**src/rtl/instr_sequencer_pkg.sv**
```systemverilog
// Shared types and field layout for the instruction sequencer.
// The processor instruction word is {opCode, Rx, Ry}.
package instr_sequencer_pkg;

  localparam int FUNC_W_DEFAULT = 9;
  localparam int DATA_W_DEFAULT = 8;

  localparam int OPCODE_MSB = 8;
  localparam int OPCODE_LSB = 6;
  localparam int RX_MSB     = 5;
  localparam int RX_LSB     = 3;
  localparam int RY_MSB     = 2;
  localparam int RY_LSB     = 0;

  typedef enum logic [1:0] {
    IDLE = 2'd0,
    RUN  = 2'd1,
    DONE = 2'd2
  } seq_state_e;

endpackage

```
**src/rtl/instr_sequencer_if.sv**
```systemverilog
// Load-side handshake and issue-side bus between a program source and the sequencer.
interface instr_sequencer_if
  import instr_sequencer_pkg::*;
#(
  parameter int FUNC_W = FUNC_W_DEFAULT,
  parameter int DATA_W = DATA_W_DEFAULT
);
  logic              load_valid;
  logic [FUNC_W-1:0] load_func;
  logic [DATA_W-1:0] load_data;
  logic              load_ready;
  logic [FUNC_W-1:0] func_out;
  logic [DATA_W-1:0] data_out;
  logic              issue_valid;

  modport master (
    output load_valid, load_func, load_data,
    input  load_ready, func_out, data_out, issue_valid
  );

  modport slave (
    input  load_valid, load_func, load_data,
    output load_ready, func_out, data_out, issue_valid
  );
endinterface

```
**src/rtl/instr_sequencer_prog_mem.sv**
```systemverilog
// Program store: one write port, one registered read port whose output
// register is zeroed when not reading, so it can drive the issue bus directly.
module seq_prog_mem #(
  parameter int DEPTH = 16,
  parameter int WIDTH = 17
) (
  input  logic                     clock,
  input  logic                     reset,
  input  logic                     wr_en,
  input  logic [$clog2(DEPTH)-1:0] wr_addr,
  input  logic [WIDTH-1:0]         wr_data,
  input  logic                     rd_en,
  input  logic [$clog2(DEPTH)-1:0] rd_addr,
  output logic [WIDTH-1:0]         rd_data
);
  logic [WIDTH-1:0] mem [DEPTH];

  always_ff @(posedge clock) begin
    if (wr_en)
      mem[wr_addr] <= wr_data;
  end

  always_ff @(posedge clock) begin
    if (reset || !rd_en)
      rd_data <= '0;
    else
      rd_data <= mem[rd_addr];
  end
endmodule

```
**src/rtl/instr_sequencer.sv**
```systemverilog
// Buffers a short {func, data} program and replays it one entry per clock.
// The read for entry pc is issued one cycle early so output follows start directly.
module instr_sequencer
  import instr_sequencer_pkg::*;
#(
  parameter int DEPTH  = 16,
  parameter int FUNC_W = FUNC_W_DEFAULT,
  parameter int DATA_W = DATA_W_DEFAULT
) (
  input  logic                   clock,
  input  logic                   reset,
  instr_sequencer_if.slave       bus,
  input  logic                   clear,
  input  logic                   start,
  input  logic                   abort,
  output logic                   busy,
  output logic                   done,
  output logic [$clog2(DEPTH):0] count
);
  localparam int AW = $clog2(DEPTH);
  localparam int CW = AW + 1;
  localparam int WW = FUNC_W + DATA_W;

  seq_state_e    state_reg;
  logic [AW-1:0] pc_reg;
  logic          accept;
  logic          last;
  logic          rd_en;
  logic [AW-1:0] rd_addr;
  logic [WW-1:0] rd_word;

  always_comb begin
    accept  = (state_reg == IDLE) && bus.load_valid && bus.load_ready && !clear;
    last    = ({1'b0, pc_reg} == (count - CW'(1)));
    rd_en   = 1'b0;
    rd_addr = '0;
    case (state_reg)
      IDLE: rd_en = !clear && !accept && start && (count != '0);
      RUN: begin
        rd_en   = !abort && !last;
        rd_addr = pc_reg + AW'(1);
      end
      default: ;
    endcase
  end

  seq_prog_mem #(.DEPTH(DEPTH), .WIDTH(WW)) u_mem (
    .clock   (clock),
    .reset   (reset),
    .wr_en   (accept),
    .wr_addr (count[AW-1:0]),
    .wr_data ({bus.load_func, bus.load_data}),
    .rd_en   (rd_en),
    .rd_addr (rd_addr),
    .rd_data (rd_word)
  );

  assign bus.func_out = rd_word[WW-1:DATA_W];
  assign bus.data_out = rd_word[DATA_W-1:0];

  always_ff @(posedge clock) begin
    if (reset) begin
      state_reg       <= IDLE;
      pc_reg          <= '0;
      count           <= '0;
      bus.issue_valid <= 1'b0;
      bus.load_ready  <= 1'b1;
      busy            <= 1'b0;
      done            <= 1'b0;
    end else begin
      done <= 1'b0;
      case (state_reg)
        IDLE: begin
          if (clear) begin
            count          <= '0;
            bus.load_ready <= 1'b1;
          end else if (accept) begin
            count          <= count + CW'(1);
            bus.load_ready <= (count + CW'(1)) < CW'(DEPTH);
          end else if (rd_en) begin
            state_reg       <= RUN;
            pc_reg          <= '0;
            busy            <= 1'b1;
            bus.issue_valid <= 1'b1;
            bus.load_ready  <= 1'b0;
          end
        end
        RUN: begin
          // abort wins over completion: no done pulse when both coincide
          if (abort) begin
            state_reg       <= IDLE;
            pc_reg          <= '0;
            busy            <= 1'b0;
            bus.issue_valid <= 1'b0;
            bus.load_ready  <= count < CW'(DEPTH);
          end else if (last) begin
            state_reg       <= DONE;
            pc_reg          <= '0;
            busy            <= 1'b0;
            bus.issue_valid <= 1'b0;
            done            <= 1'b1;
          end else begin
            pc_reg <= pc_reg + AW'(1);
          end
        end
        DONE: begin
          state_reg      <= IDLE;
          bus.load_ready <= count < CW'(DEPTH);
        end
        default: state_reg <= IDLE;
      endcase
    end
  end
endmodule

```
**src/flat_wrapper.sv**
```systemverilog
// flat-port wrapper written by rule: the top's interface ports become plain ports
module instr_sequencer_flat import instr_sequencer_pkg::*;
#(
  parameter int DEPTH  = 16,
  parameter int FUNC_W = FUNC_W_DEFAULT,
  parameter int DATA_W = DATA_W_DEFAULT
)
  (clock, reset, clear, start, abort, busy, done, count, bus_load_valid, bus_load_func, bus_load_data, bus_load_ready, bus_func_out, bus_data_out, bus_issue_valid);
  instr_sequencer_if #(.FUNC_W(FUNC_W), .DATA_W(DATA_W)) bus_i ();
  input  logic clock;
  input  logic reset;
  input  logic clear;
  input  logic start;
  input  logic abort;
  output logic busy;
  output logic done;
  output logic [$clog2(DEPTH):0] count;
  input wire logic [$bits(bus_i.load_valid)-1:0] bus_load_valid;
  input wire logic [$bits(bus_i.load_func)-1:0] bus_load_func;
  input wire logic [$bits(bus_i.load_data)-1:0] bus_load_data;
  output wire logic [$bits(bus_i.load_ready)-1:0] bus_load_ready;
  output wire logic [$bits(bus_i.func_out)-1:0] bus_func_out;
  output wire logic [$bits(bus_i.data_out)-1:0] bus_data_out;
  output wire logic [$bits(bus_i.issue_valid)-1:0] bus_issue_valid;
  assign bus_i.load_valid = bus_load_valid;
  assign bus_i.load_func = bus_load_func;
  assign bus_i.load_data = bus_load_data;
  assign bus_load_ready = bus_i.load_ready;
  assign bus_func_out = bus_i.func_out;
  assign bus_data_out = bus_i.data_out;
  assign bus_issue_valid = bus_i.issue_valid;
  instr_sequencer #(.DEPTH(DEPTH), .FUNC_W(FUNC_W), .DATA_W(DATA_W)) u_core (.clock(clock), .reset(reset), .bus(bus_i), .clear(clear), .start(start), .abort(abort), .busy(busy), .done(done), .count(count));
endmodule
```
**config.mk**
```make
export PLATFORM = sky130hd
export DESIGN_NAME = instr_sequencer_flat
export DESIGN_NICKNAME = d
export VERILOG_FILES = /design/src/rtl/instr_sequencer_pkg.sv /design/src/rtl/instr_sequencer_if.sv /design/src/rtl/instr_sequencer_prog_mem.sv /design/src/rtl/instr_sequencer.sv /design/src/flat_wrapper.sv
export SDC_FILE = /design/constraint.sdc
export NUM_CORES = 1
export LEC_CHECK = 0
export CORE_ASPECT_RATIO = 2
export CORE_MARGIN = 2
export CORE_UTILIZATION = 45
export DETAILED_ROUTE_END_ITERATION = 10
export SLEW_MARGIN = 15
export SYNTH_ARGS = -nofsm -noshare
export SYNTH_HDL_FRONTEND = slang
export SYNTH_SLANG_ARGS = --single-unit
```
**constraint.sdc**
```tcl
create_clock -name clock -period 4.2 [get_ports clock]
set_input_delay 0.84 -clock clock [delete_from_list [all_inputs] [get_ports clock]]
set_output_delay 0.84 -clock clock [all_outputs]
set_load 0.02 [all_outputs]
```
* Word level (Yosys, flattened, before mapping) *
Memory sizes are Yosys's and may differ from the RTL's. A register that Yosys moved wholly into a read port is not among the register bits.
Cells that the tools add are included.

word-level totals
  bits of input ports = 23
  memory bits (writable) = 272
  latch bits = 0
  word-level logic and storage cells = 76
  bits in registers = 14
  bits in read-only memories = 0
  memories = 1
  output and inout bits = 26

memory list
  memory            depth  width  rd ports  clocked after memory_dff  write ports  line                            text
  u_core.u_mem.mem  16     17     1         1                         1            instr_sequencer_prog_mem.sv:16  logic [WIDTH-1:0] mem [DEPTH];

operators by class
  $add $sub $neg = 3
  multipliers = 0
  divide/modulo/power cells = 0
  equal/unequal tests = 9
  bitwise gates (word level) = 1
  mux-type cells = 30
  shift-type cells = 0
  magnitude comparators = 2
  reduce and logical (&&, ||, !) cells = 24

operators with widths
  cell                                                                 number
  4-bit two-way mux                                                    6
  1-bit two-way mux                                                    12
  5-bit < comparator (second input constant)                           2
  2-bit two-way mux                                                    5
  5-bit two-way mux                                                    2
  2-bit != test (second input constant)                                4
  4-bit one-hot mux with 2 select lines                                1
  4-bit AND reduction                                                  2
  1-bit logical AND                                                    7
  5-bit by 1-bit adder with 5-bit output (second input constant)       1
  4-bit by 5-bit == test with 1-bit output                             1
  1-bit zero test                                                      5
  5-bit AND reduction                                                  1
  5-bit nonzero test                                                   1
  5-bit by 1-bit subtractor with 5-bit output (second input constant)  1
  4-bit by 1-bit adder with 4-bit output (second input constant)       1
  4-bit by 3-bit != test with 1-bit output (second input constant)     1
  1-bit one-hot mux with 2 select lines                                2
  2-bit one-hot mux with 2 select lines                                1
  2-bit nonzero test                                                   2
  3-bit by 2-bit != test with 1-bit output (second input constant)     1
  1-bit one-hot mux with 3 select lines                                1
  3-bit AND reduction                                                  1
  3-bit nonzero test                                                   1
  other kinds (7)                                                      7

* Logic depth before layout (Yosys ltp) *
  word-level depth = 13
  depth in mapped cells = 10
  gate-level depth less buffers = 7

* Hierarchy *
From an unflattened synthesis, not the netlist that was laid out.

second synthesis, totals
  cells, all modules = 702
  area, all modules = 12021.5 um^2

modules (own cells, without submodules)
  module           instances  cells each  area an instance (um^2)  sequential area each (um^2)
  seq_prog_mem     1          582         11015.6                  8508.2
  instr_sequencer  1          120         1006.0                   280.3

* Least setup slack after synthesis *
OpenSTA, ideal clock, no wires.

  path type = input-to-reg
  from = in bus_load_valid
  to = mem u_core.u_mem.mem[3][0] (enable)
  required time = 3759 ps
  path buffers = 1
  arrival time = 3190 ps
  library setup time = 441 ps
  setup slack = 569 ps
  stages on the path = 4
  cell sequence = and2_1 clkbuf_1 nand2_1 nor4b_1

on the way
  cells in the longest elaborated chain, start to end = 5

RTL lines
  element                                  line                            text
  start, declared                          flat_wrapper.sv:18              input wire logic [$bits(bus_i.load_valid)-1:0] bus_load_valid;
  1-bit logical AND (3 in a row)           instr_sequencer.sv:33           accept = (state_reg == IDLE) && bus.load_valid && bus.load_ready && !clear;
  1-bit two-way mux                        instr_sequencer_prog_mem.sv:19  if (wr_en)
  1-bit two-way mux (implied by the code)  instr_sequencer_prog_mem.sv:20  mem[wr_addr] <= wr_data;
  end, declared                            instr_sequencer_prog_mem.sv:16

No other way between the ends.

* Worst setup path after layout *
  from = reg u_core.state_reg[1]
  to = reg u_core.u_mem.rd_data[12], read port of u_core.u_mem.mem

on the way
  cells in the longest elaborated chain, start to end = 11

RTL lines
  element                                line                                          text
  start, declared                        instr_sequencer.sv:24                         seq_state_e state_reg;
  start signal, assigned                 instr_sequencer.sv:63                         state_reg <= IDLE;
  start signal, assigned                 instr_sequencer.sv:81                         state_reg <= RUN;
  start signal, assigned                 instr_sequencer.sv:91                         state_reg <= IDLE;
  2-bit zero test                        instr_sequencer.sv:33, instr_sequencer.sv:37
  1-bit logical AND (3 in a row)         instr_sequencer.sv:33
  1-bit zero test                        instr_sequencer.sv:38                         IDLE: rd_en = !clear && !accept && start && (count != '0);
  1-bit logical AND (3 in a row)         instr_sequencer.sv:38
  1-bit one-hot mux with 2 select lines  instr_sequencer.sv:37                         case (state_reg)
  1-bit zero test                        instr_sequencer_prog_mem.sv:24                if (reset || !rd_en)
  1-bit logical OR                       instr_sequencer_prog_mem.sv:24
  end, declared                          instr_sequencer_prog_mem.sv:14                output logic [WIDTH-1:0] rd_data

Several ways; a longest one is shown, not always the timed one.
A chain may end at the register's enable or synchronous reset.

==> qor.txt <==
Run status = complete, no violations
Critical path endpoint = u_core.u_mem.rd_data[12]
CTS resizes = 0
CP Data Required Time = 4650 ps
WL/cell = 25.62 µm
Pre-Repair DR Iteration Count = 5
Clock power share = 34.7%
Synth area leaders = edfxtp_1 68%, dfxtp_1 5.2%, mux4_2 4.1%
Metal2 WL = 16.85 mm
Internal Power = 0.005011 W
Fmax = 333.6 MHz
Routability Congestion = 0.8231
Metal3 WL = 1.457 mm
Sequential share of power = 50.0%
Total number of vias = 6990
Netlist Area Pre-Place = 11970 µm²
Initial antenna violation count = 2
Final setup fails = 0
FF+latch count, synth = 303
Total Routing Usage GR = 21.70%
Post-layout net count = 849
RR Startpoint = u_core.state_reg[1]
Number of CTS-inserted buffers = 26
Critical path class = register to register
Commonest non-fill, non-tap cell in the layout = edfxtp_1
Iteration-0 DRC Markers = 673
Most frequent cells in the layout = 272 x edfxtp_1, 81 x nand2_1, 48 x clkdlybuf4s50_1
Vias/cell = 5.919
# port buffers = 48
Hold-fix buffers, CTS = 0
Critical Path Fanout Max = 28
FF-to-FF path depth = 8
Slew Limit Headroom = 36.31%
Biggest regs = u_core.u_mem.mem: 272 flops, u_core.u_mem.rd_data: 17 flops, u_core.count: 5 flops
Post-route clock period utilization = 71.36%
Seq/Total Area, Yosys = 73.40%
Sw frac = 25.81%
DP Area = 13000 µm²
RSZ-0062 raised after global routing = no
Clock buffer depth = 3
Highest metal used = met4
PD cells = 488.5 nW/µm²
Vias in the first global route = 7495
Post-route ant nets = 0
Met1 Wirelength = 10.72 mm
Worst R2R End = u_core.u_mem.rd_data[12]
Final Hold Fails = 0
CTS H-tree depth = 1
Net Sw Power = 0.001743 W
Peak VDD IR = 0.0003045 V
# IOs = 49
Routed wire length = 30.26 mm
CTS tree = yes
Setup TNS = 0 ps
Syn-to-layout area delta = 15.48%
Area leader, netlist = edfxtp_1
Chip Height = 234.7 µm
Max FFs per register = 272
Post-synth cell types = 49
# Post-CTS Setup Buffers = 0
Drt drc = 0
Syn Nets = 785
Die Area = 28010 µm²
Critical path data arrival time = 3450 ps
Clk_lat worst skew = 550 ps
First-pass GRT wire length = 45.31 mm
Top reg by flops = u_core.u_mem.mem
Slew @ Worst Pin = 955.3 ps
Static Leak = 4.391 nW
Avg Cell Area, Syn = 15.90 µm²
Final core occ = 52.62%
Final Slew Violations = 0
CTS Root Cell = clkbuf_16
Largest net degree at the start of global routing = 35
Ys Warns = 0
Initial core utilization = 45.57%
Post-Synthesis Cells = 753
Top-area cell type share of the netlist area = 68.21%
Final std cell area, no fill = 13830 µm²
Clock skew = 14.67 ps
Clk slew on worst S/H paths = 70 ps
Global route total overflow = 0
Filler cell count = 2188
Setup crit end kind = register
Worst reg2reg setup slack = 1200 ps
DP HPWL = 19.29 mm
Worst hold path type = register to register
Sink Count = 303
Commonest register cell after synthesis = edfxtp_1
Fin crit period = 2997 ps
Share of layout cells above drive strength 1 = 13.88%
Site Rows = 84
Comb power frac = 15.3%
Setup crit start = u_core.state_reg[1]
Max Cap Viol = 0
Post-synth EDFFs = 272
Horiz. Die Dim = 119.3 µm
Worst Setup Start Kind = register
CORE AREA = 26280 µm²
Asr flop ratio synth = 0%
## worst max-delay path, stage by stage, from the launching register on
cell	delay [ps]
dfxtp_1	320
inv_1	110
ha_1	480
nor2b_4	750
buf_4	370
nand2_1	80
a311oi_1	340
a311oi_1	110
a311oi_1	320
## how the worst min path moves through the flow
stage	start	end	slack, ps	cells after the start
2_1_floorplan	u_core.state_reg[1]	u_core.state_reg[1]	470	1
3_3_place_gp	u_core.state_reg[1]	u_core.state_reg[1]	480	1
3_5_place_dp	u_core.state_reg[1]	u_core.state_reg[1]	510	1
4_1_cts	u_core.state_reg[1]	u_core.state_reg[1]	520	1
5_1_grt	u_core.state_reg[1]	u_core.state_reg[1]	540	1
6_report	u_core.state_reg[1]	u_core.state_reg[1]	520	1
## power groups by stage
stage          clock network (W)  registers, W  logic, W
6_report                 0.00235       0.00338   0.00103
5_1_grt                  0.00250       0.00338   0.00113
4_1_cts                  0.00238       0.00338   0.00104
3_5_place_dp                   0       0.00344   0.00104
3_3_place_gp                   0       0.00344   0.00102
2_1_floorplan                  0       0.00346  0.000656
## Yosys cell counts (all sizes together) (3+ instances only)
| cell | instances |
|---|---|
| nand3 | 22 |
| dfxtp | 31 |
| xnor2 | 6 |
| ha | 9 |
| xor2 | 3 |
| a211oi | 24 |
| a221o | 12 |
| a21oi | 14 |
| a31oi | 3 |
| clkbuf | 25 |
| nor2 | 20 |
| nor4 | 9 |
| mux2i | 34 |
| nand2b | 7 |
| o22ai | 13 |
| buf | 23 |
| a311oi | 32 |
| o32ai | 6 |
| nor2b | 15 |
| nor3 | 15 |
| edfxtp | 272 |
| nand2 | 83 |
| inv | 10 |
| and2 | 12 |
| o21ai | 7 |
| mux4 | 22 |
## kinds of logic after synthesis
| logic type | Yosys count | share of synthesized area (%) |
|---|---|---|
| multiplexers | 58 | 7.168 |
| XOR/XNOR | 9 | 0.7211 |
| buffers and inverters | 58 | 2.163 |
| AND/OR/NAND/NOR | 191 | 7.565 |
| AO/OA/AOI/OAI | 125 | 8.046 |
| flip-flops | 303 | 73.40 |
| adder cells (fa/ha/maj) | 9 | 0.9405 |
## area by class of cell
| class | instances | area, µm² | area share, % |
|---|---|---|---|
| Clock buffer | 32 | 683.2 | 4.941 |
| Timing Repair Buffer | 84 | 763.2 | 5.520 |
| Inverter | 10 | 37.54 | 0.2715 |
| Antenna cell | 1 | 2.502 | 0.01810 |
| Clock inverter | 15 | 141.4 | 1.023 |
| Sequential cell | 303 | 8790 | 63.57 |
| Multi-Input combinational cell | 392 | 2979 | 21.55 |
| Tap cell | 344 | 430.4 | 3.113 |
## metal layers
layer,GRT usage [%],vias to the layer above
met1,24.38,3562
met2,40.49,267
li1,-,3093
met3,2.524,68
met4,9.982,0
met5,0,-
## per-stage QoR
| step | total power (W) | instances | hold WS, ps | setup slack (ps) |
|---|---|---|---|---|
| finish | 0.006754 | 1181 | 515.1 | 1203 |
| global route | 0.007009 | 1181 | 543.0 | 959.9 |
| CTS | 0.006802 | 1180 | 521.0 | 1186 |
| detailed placement | 0.004480 | 1133 | 505.6 | 852.9 |
| global placement | 0.004455 | 1133 | 476.6 | 954.6 |
| floorplan | 0.004112 | 753 | 466.5 | 569.2 |
No activity file was read; power rests on OpenSTA's default activity.
